===== config.mk =====
export PLATFORM = sky130hd
export DESIGN_NAME = sram_writer
export DESIGN_NICKNAME = d
export VERILOG_FILES = /design/src/rtl/sram_writer_pkg.sv /design/src/rtl/sram_writer.sv
export SDC_FILE = /design/constraint.sdc
export NUM_CORES = 1
export LEC_CHECK = 0
export ABC_AREA = 1
export CORE_ASPECT_RATIO = 0.6
export CORE_MARGIN = 2
export CORE_UTILIZATION = 53
export DETAILED_ROUTE_END_ITERATION = 16
export PLACE_DENSITY = 0.82
export SLEW_MARGIN = 20
export SYNTH_ARGS = -nofsm -noshare
export SYNTH_HDL_FRONTEND = slang
export SYNTH_SLANG_ARGS = --single-unit

===== constraint.sdc =====
create_clock -name clk_i -period 5 [get_ports clk_i]
set_clock_uncertainty 0.05 [all_clocks]
set_input_delay 0.75 -clock clk_i [delete_from_list [all_inputs] [get_ports clk_i]]
set_output_delay 0.75 -clock clk_i [all_outputs]
set_load 0.01 [all_outputs]

===== src/rtl/sram_writer_pkg.sv =====
// Shared definitions for the SRAM writer: default geometry and FSM state encoding.
// Imported by sram_writer so the encodings live in exactly one place.
package sram_writer_pkg;

   localparam int DEF_DATA_WIDTH = 32;
   localparam int DEF_N_ENTRIES  = 1024;
   localparam int DEF_IN_WIDTH   = 64;

   typedef enum logic [1:0] {
      ST_IDLE  = 2'd0,
      ST_RECV  = 2'd1,
      ST_WRITE = 2'd2,
      ST_DONE  = 2'd3
   } state_e;

   // Number of SRAM entries packed into one stream word.
   function automatic int lane_count(input int in_w, input int data_w);
      return in_w / data_w;
   endfunction

endpackage


===== src/rtl/sram_writer.sv =====
// Unpacks a wide stream into consecutive SRAM entries, lane 0 first, one write per cycle.
// All SRAM-facing and status outputs are registered from the next-state decode.
module sram_writer
   import sram_writer_pkg::*;
#(
   parameter int  DATA_WIDTH = DEF_DATA_WIDTH,
   parameter int  N_ENTRIES  = DEF_N_ENTRIES,
   parameter int  IN_WIDTH   = DEF_IN_WIDTH,
   localparam int ADDR_W     = $clog2(N_ENTRIES)
) (
   input  logic                  clk_i,
   input  logic                  rst_ni,
   input  logic                  start_i,
   input  logic [ADDR_W-1:0]     base_addr_i,
   input  logic [ADDR_W:0]       num_entries_i,
   input  logic                  s_valid_i,
   input  logic [IN_WIDTH-1:0]   s_data_i,
   output logic                  s_ready_o,
   output logic                  sram_en_o,
   output logic                  sram_we_o,
   output logic [ADDR_W-1:0]     sram_addr_o,
   output logic [DATA_WIDTH-1:0] sram_data_o,
   output logic                  busy_o,
   output logic                  done_o
);

   localparam int                LANES     = lane_count(IN_WIDTH, DATA_WIDTH);
   localparam int                LANE_W    = $clog2(LANES) + 1;
   localparam logic [LANE_W-1:0] LANE_ONE  = LANE_W'(1'b1);
   localparam logic [LANE_W-1:0] LANE_LAST = LANE_W'(LANES);
   localparam logic [ADDR_W-1:0] ADDR_ONE  = ADDR_W'(1'b1);
   localparam logic [ADDR_W-1:0] ADDR_LAST = ADDR_W'(N_ENTRIES - 1);
   localparam logic [ADDR_W:0]   REM_ONE   = (ADDR_W + 1)'(1'b1);

   state_e                state_r, state_s;
   logic [ADDR_W-1:0]     addr_r, addr_s;
   logic [ADDR_W:0]       remain_r, remain_s;
   logic [LANE_W-1:0]     lane_r, lane_s;
   logic [IN_WIDTH-1:0]   buf_r, buf_s;
   logic                  wr_s;
   logic [ADDR_W-1:0]     wr_addr_s;
   logic [DATA_WIDTH-1:0] wr_data_s;
   logic                  ready_r, en_r, busy_r, done_r;
   logic [ADDR_W-1:0]     sram_addr_r;
   logic [DATA_WIDTH-1:0] sram_data_r;

   // Address wraps explicitly so non-power-of-two depths behave as modulo N_ENTRIES.
   function automatic logic [ADDR_W-1:0] next_addr(input logic [ADDR_W-1:0] a);
      if (a == ADDR_LAST) begin
         return '0;
      end else begin
         return a + ADDR_ONE;
      end
   endfunction

   // FSM state register.
   always_ff @(posedge clk_i or negedge rst_ni) begin
      if (!rst_ni) begin
         state_r <= ST_IDLE;
      end else begin
         state_r <= state_s;
      end
   end

   // Next-state decode plus next values of counters, lane buffer and the SRAM write.
   always_comb begin
      state_s   = state_r;
      addr_s    = addr_r;
      remain_s  = remain_r;
      lane_s    = lane_r;
      buf_s     = buf_r;
      wr_s      = 1'b0;
      wr_addr_s = sram_addr_r;
      wr_data_s = sram_data_r;
      case (state_r)
         ST_IDLE: begin
            if (start_i) begin
               addr_s   = base_addr_i;
               remain_s = num_entries_i;
               lane_s   = '0;
               buf_s    = '0;
               state_s  = (num_entries_i == '0) ? ST_DONE : ST_RECV;
            end else begin
               state_s = ST_IDLE;
            end
         end
         ST_RECV: begin
            if (s_valid_i) begin
               // Lane 0 goes straight to the output register; the rest wait in the buffer.
               state_s   = ST_WRITE;
               wr_s      = 1'b1;
               wr_addr_s = addr_r;
               wr_data_s = s_data_i[DATA_WIDTH-1:0];
               buf_s     = s_data_i >> DATA_WIDTH;
               addr_s    = next_addr(addr_r);
               remain_s  = remain_r - REM_ONE;
               lane_s    = LANE_ONE;
            end else begin
               state_s = ST_RECV;
            end
         end
         ST_WRITE: begin
            if (remain_r == '0) begin
               state_s = ST_DONE;
            end else if (lane_r == LANE_LAST) begin
               state_s = ST_RECV;
            end else begin
               wr_s      = 1'b1;
               wr_addr_s = addr_r;
               wr_data_s = buf_r[DATA_WIDTH-1:0];
               buf_s     = buf_r >> DATA_WIDTH;
               addr_s    = next_addr(addr_r);
               remain_s  = remain_r - REM_ONE;
               lane_s    = lane_r + LANE_ONE;
            end
         end
         ST_DONE: begin
            state_s = ST_IDLE;
         end
         default: begin
            state_s = ST_IDLE;
         end
      endcase
   end

   // Datapath registers and registered outputs.
   always_ff @(posedge clk_i or negedge rst_ni) begin
      if (!rst_ni) begin
         addr_r      <= '0;
         remain_r    <= '0;
         lane_r      <= '0;
         buf_r       <= '0;
         ready_r     <= 1'b0;
         en_r        <= 1'b0;
         busy_r      <= 1'b0;
         done_r      <= 1'b0;
         sram_addr_r <= '0;
         sram_data_r <= '0;
      end else begin
         addr_r      <= addr_s;
         remain_r    <= remain_s;
         lane_r      <= lane_s;
         buf_r       <= buf_s;
         ready_r     <= (state_s == ST_RECV);
         en_r        <= wr_s;
         busy_r      <= (state_s != ST_IDLE);
         done_r      <= (state_s == ST_DONE);
         sram_addr_r <= wr_addr_s;
         sram_data_r <= wr_data_s;
      end
   end

   assign s_ready_o   = ready_r;
   assign sram_en_o   = en_r;
   assign sram_we_o   = en_r;
   assign sram_addr_o = sram_addr_r;
   assign sram_data_o = sram_data_r;
   assign busy_o      = busy_r;
   assign done_o      = done_r;

endmodule


### Word level (Yosys, flattened, before mapping)

Cells that the tools add are included.

| cells by class | value |
|---|---|
| $add $sub $neg | 3 |
| equality and inequality tests | 11 |
| mux-type cells | 39 |
| reduce and logical (&&, ||, !) cells | 8 |

Operator list:

| cell | number |
|---|---|
| $mux W64 | 4 |
| $pmux W64 S3 | 1 |
| $mux W32 | 3 |
| $mux W10 | 8 |
| $pmux W32 S2 | 1 |
| $mux W11 | 4 |
| $pmux W11 S3 | 1 |
| $pmux W10 S3 | 1 |
| $logic_not A11 Y1 | 2 |
| $pmux W10 S2 | 1 |
| $mux W2 | 9 |
| $sub A11 B1 Y11 const B | 1 |
| $add A10 B1 Y10 const B | 1 |
| $eq A10 B10 Y1 const B | 1 |
| $eq A2 B2 Y1 const B | 4 |
| $ne A2 B2 Y1 const B | 4 |
| $pmux W2 S4 | 1 |
| $pmux W2 S3 | 1 |
| $reduce_and A5 Y1 | 1 |
| $eq A2 B1 Y1 const B | 2 |
| $reduce_and A4 Y1 | 1 |
| $reduce_bool A2 Y1 | 2 |
| $mux W1 | 3 |
| $reduce_bool A3 Y1 | 1 |
| other kinds (3) | 3 |

| storage, ports and cells | value |
|---|---|
| register bits | 135 |
| input bits | 89 |
| output and inout bits | 47 |
| logic and storage cells | 72 |

### Longest topological paths before layout

| depth | value |
|---|---|
| depth in word-level cells | 5 |
| gate-level depth with buffers | 12 |
| mapped depth without buffers | 10 |

### Worst setup path after synthesis

OpenSTA, ideal clock, no wires.

| timing | value |
|---|---|
| path type | flip-flop to flip-flop |
| from | reg state_r[0] |
| to | reg addr_r[7] |
| setup time | 0.116 ns |
| data arrival time | 1.554 ns |
| data required time | 4.834 ns |
| slack | 3.279 ns |
| stages on the path, launching flop included | 12 |
| path buffers | 3 |
| clock period less this slack | 1.721 ns |
| path through | dfrtp_1 -> inv_1 -> ha_1 -> buf_4 -> nand2_2 -> o21ai_1 -> a21oi_2 -> nand3_4 -> buf_6 -> buf_6 -> nand2_1 -> nand2_1 |

| on the way | value |
|---|---|
| word-level cells in the longest chain between the ends | 3 |
| elaborated cells on any way between the ends | 10 |
| classes of those cells | eq/ne (6); mux (1); reduce/logical (3) |

RTL lines:

| what | line | source |
|---|---|---|
| from (decl) | sram_writer.sv:35 | `state_e state_r, state_s;` |
| from (signal assigned) | sram_writer.sv:61 | `state_r <= state_s;` |
| $eq A2 B2 Y1 (tied with other cells) | sram_writer.sv:75 | `case (state_r)` |
| $ne A2 B2 Y1 (no line) or $reduce_bool A3 Y1 (tied branches) | -- |  |
| $reduce_and A5 Y1 (no line) | -- |  |
| to (signal assigned) | sram_writer.sv:140 | `addr_r <= addr_s;` |
| to (decl) | sram_writer.sv:36 | `logic [ADDR_W-1:0] addr_r, addr_s;` |

Parallel ways exist; a longest one is shown, timed or not.
A chain may end at the register's enable or synchronous reset.

### Final worst setup path

| timing | value |
|---|---|
| from | reg state_r[0] |
| to | reg addr_r[1] |

Same word-level chain as after synthesis.

==> flow_metrics.env <==
export IMPL_path_class="register to register"
export IMPL_relSlewSlack_pct=44.01
export IMPL_clk_latency_ps=350
export IMPL_cts_buffers=9
export IMPL_synth_nets=690
export IMPL_ctsHoldBuffers=0
export IMPL_grt_pass1_wl_mm=20.43
export IMPL_internal_power_uw=2278
export IMPL_worstSetupEndpoint="addr_r[1]"
export IMPL_fin_setup_tns_ps=0
export IMPL_crit_path_max_incr_delay_ps=740
export IMPL_core_region_area_um2=9223
export IMPL_power_leakage_uw=0.002984
export IMPL_nets=807
export IMPL_crit_path_start="state_r[0]"
export IMPL_clk_pin_slew_ps=70
export IMPL_report_final_slew_viol_count=0
export IMPL_fin_area_um2=6689
export IMPL_antenna_found_initial=0
export IMPL_clockBufferDepth=2
export IMPL_regToRegSetupSlack_ps=1280
export IMPL_maxCapViolations=0
export IMPL_setup_viol=0
export IMPL_cts_setup_buffers=0
export IMPL_hold_viol=0
export IMPL_syn_cell_area_um2=5062
export IMPL_layout_min_cycle_time_ps=3720
export IMPL_drive_gt1_share_pct=5.307
export IMPL_ys_seq_area_share_pct=50.91
export IMPL_regToRegStartpoint="state_r[0]"
export IMPL_post_dp_hpwl_mm=8.784
export IMPL_vias=4399
export IMPL_cts_resized=0
export IMPL_path_delay_family="buffers and inverters"
export IMPL_comb_power_share_pct=44.2
export IMPL_path_buf_inv=5
export IMPL_path_max_fanout=80
export IMPL_start_kind="register"
export IMPL_die_w_um=130.2
export IMPL_rsz0062_at_grt="no"
export IMPL_dieArea_um2=10380
export IMPL_ant_nets=0
export IMPL_cts_tree="built"
export IMPL_net_switching_power_uw=1513
export IMPL_swShare_pct=39.92
export IMPL_drt_pass1_iterations=5
export IMPL_synth_distinct_cells=28
export IMPL_critical_path_slowest_cell="inv_2"
export IMPL_ir_drop_mv=0.3013
export IMPL_p_per_area_nw_per_um2=566.7
export IMPL_arrival_ps=3930
export IMPL_wl_per_cell_um=15.02
export IMPL_ctsHtreeMaxLevel=3
export IMPL_grt_usage_pct=25.47
export IMPL_final_common_cell="nand2_1"
export IMPL_ys_ff_latch=103
export IMPL_r2r_end="addr_r[1]"
export IMPL_most_common_layout_cells="nand2_1, clkdlybuf4s50_1, dfrtp_1, o21ai_1"
export IMPL_yosysWarnings=0
export IMPL_syn_area_per_cell_um2=8.522
export IMPL_synth_area_top_cells="dfrtp_1, nand2_1, o21ai_1"
export IMPL_die_h_um=79.71
export IMPL_grt_remaining_overflow=0
export IMPL_holdCritPathClass="input pin to asynchronous set/reset pin"
export IMPL_max_freq_ghz=0.2688
export IMPL_num_io_pins=136
export IMPL_first_iter_violations=438
export IMPL_power_frac_seq_pct=38.3
export IMPL_clock_root_buffer="clkbuf_16"
export IMPL_max_slew_worst_pin_slew_ps=839.9
export IMPL_status="finished clean"
export IMPL_port_buffers=135
export IMPL_grt_max_degree=85
export IMPL_grt_pass1_vias=4127
export IMPL_synthCells=594
export IMPL_cts_sinks=103
export IMPL_dpl_cell_area_um2=6386
export IMPL_area_growth_pct=32.13
export IMPL_drc=0
export IMPL_p_clk_share_pct=17.4
export IMPL_worstPathCellList="inv_1, ha_2, buf_4, inv_1, nand2_1, inv_2, a21oi_2, nand3_4, inv_2, nand2_1, o21ai_1"
export IMPL_wl_mm=12.71
export IMPL_initial_utilization_pct=54.89
export IMPL_yosysTopAreaCell="dfrtp_1"
export IMPL_vias_per_cell=5.200
export IMPL_reg2reg_depth=11
export IMPL_synth_top_area_share_pct=50.91
export IMPL_globalplace_congestion=0.8474
export IMPL_cp_required_ps=5210
export IMPL_cp_num_cells=11
export IMPL_cp_end_kind="register"
export IMPL_diodes=0
export IMPL_timing_final_crit_share_pct=74.40
export IMPL_rows=27
[logic make-up after synthesis]
| group | synth area share (%) |
|---|---|
| xor gates and xnor gates | 0.8650 |
| and+or+nand+nor | 20.49 |
| DFF | 50.91 |
| adders and majority gates | 1.730 |
| muxes | 6.525 |
| AOI/OAI and AO/OA | 12.21 |
| buffers and inverters | 7.266 |
[registers in the layout (all words and copies together), names as in the netlist]
name / count
sram_addr_o: 10
remain_r: 11
state_r: 2
busy_o: 1
sram_en_o: 1
s_ready_o: 1
done_o: 1
lane_r: 2
buf_r: 32
sram_data_o: 32
addr_r: 10
[Yosys cell counts]
cell and count:
nor2_2 1, nand3_4 1, mux2i_1 33, a21oi_2 1, nand2_1 201, o21ai_0 35, clkbuf_1 6, o21ai_2 5
nor2_1 22, nand4_1 3, dfrtp_1 103, nand3_1 19, inv_2 4, or2_1 1, or2_2 2, nor3_1 1
xor2_1 5, clkbuf_2 1, nand3_2 2, o21ai_1 70, a21oi_1 8, buf_6 7, buf_4 8, ha_1 7
nand4_2 1, inv_1 35, buf_2 11, nand2_2 1
[through the flow]
stage / cells / power [µW] / util [%] / hold slack, ps / setup slack (ps)
6_report: 846 / 3791 / 72.53 / 378.4 / 1280
5_1_grt: 846 / 4083 / 72.53 / 428.1 / 942.4
4_1_cts: 845 / 3778 / 72.23 / 399.4 / 1315
3_5_place_dp: 829 / 3101 / 69.24 / 426.8 / 1327
3_3_place_gp: 829 / 3020 / 69.24 / 417.3 / 1486
2_1_floorplan: 594 / 2487 / - / 402.8 / 3279
[layer usage]
layer  vias to the layer above  wire [µm]  global-route usage, %  part of all wire (%)
met4                         0        121                  6.344                  0.95
met3                        14       1012                  5.563                   8.0
met1                      2036       5962                  37.49                    47
met2                       187       5610                  38.53                    44
li1                       2162          -                      -                     -
met5                         -          0                      0                     0
[power by group through the flow]
stage	combinational, µW	clock [µW]	sequential (µW)
3_3_place_gp	1590	0	1430
5_1_grt	1890	701	1490
6_report	1680	661	1450
2_1_floorplan	1000	0	1480
3_5_place_dp	1640	0	1460
4_1_cts	1660	670	1450
[worst min path at each step]
stage / from / end / slack [ps] / cells after the start
finish: rst_ni / remain_r[3] / 380 / 1
global route: rst_ni / remain_r[3] / 430 / 1
global placement: buf_r[12] / buf_r[12] / 420 / 2
floorplan: rst_ni / addr_r[0] / 400 / 0
detailed placement: buf_r[4] / buf_r[4] / 430 / 2
CTS: rst_ni / s_ready_o / 400 / 1
[layout make-up]
cell class	count	area, µm²
Inverter	39	146.4
Clock inverter	5	42.54
Timing Repair Buffer	139	1399
Clock buffer	11	232.7
Sequential cell	103	2577
Fill cell	703	2534
Tap cell	130	162.7
Multi-Input combinational cell	419	2128
Note: power is estimated with default switching activity, not from simulation.
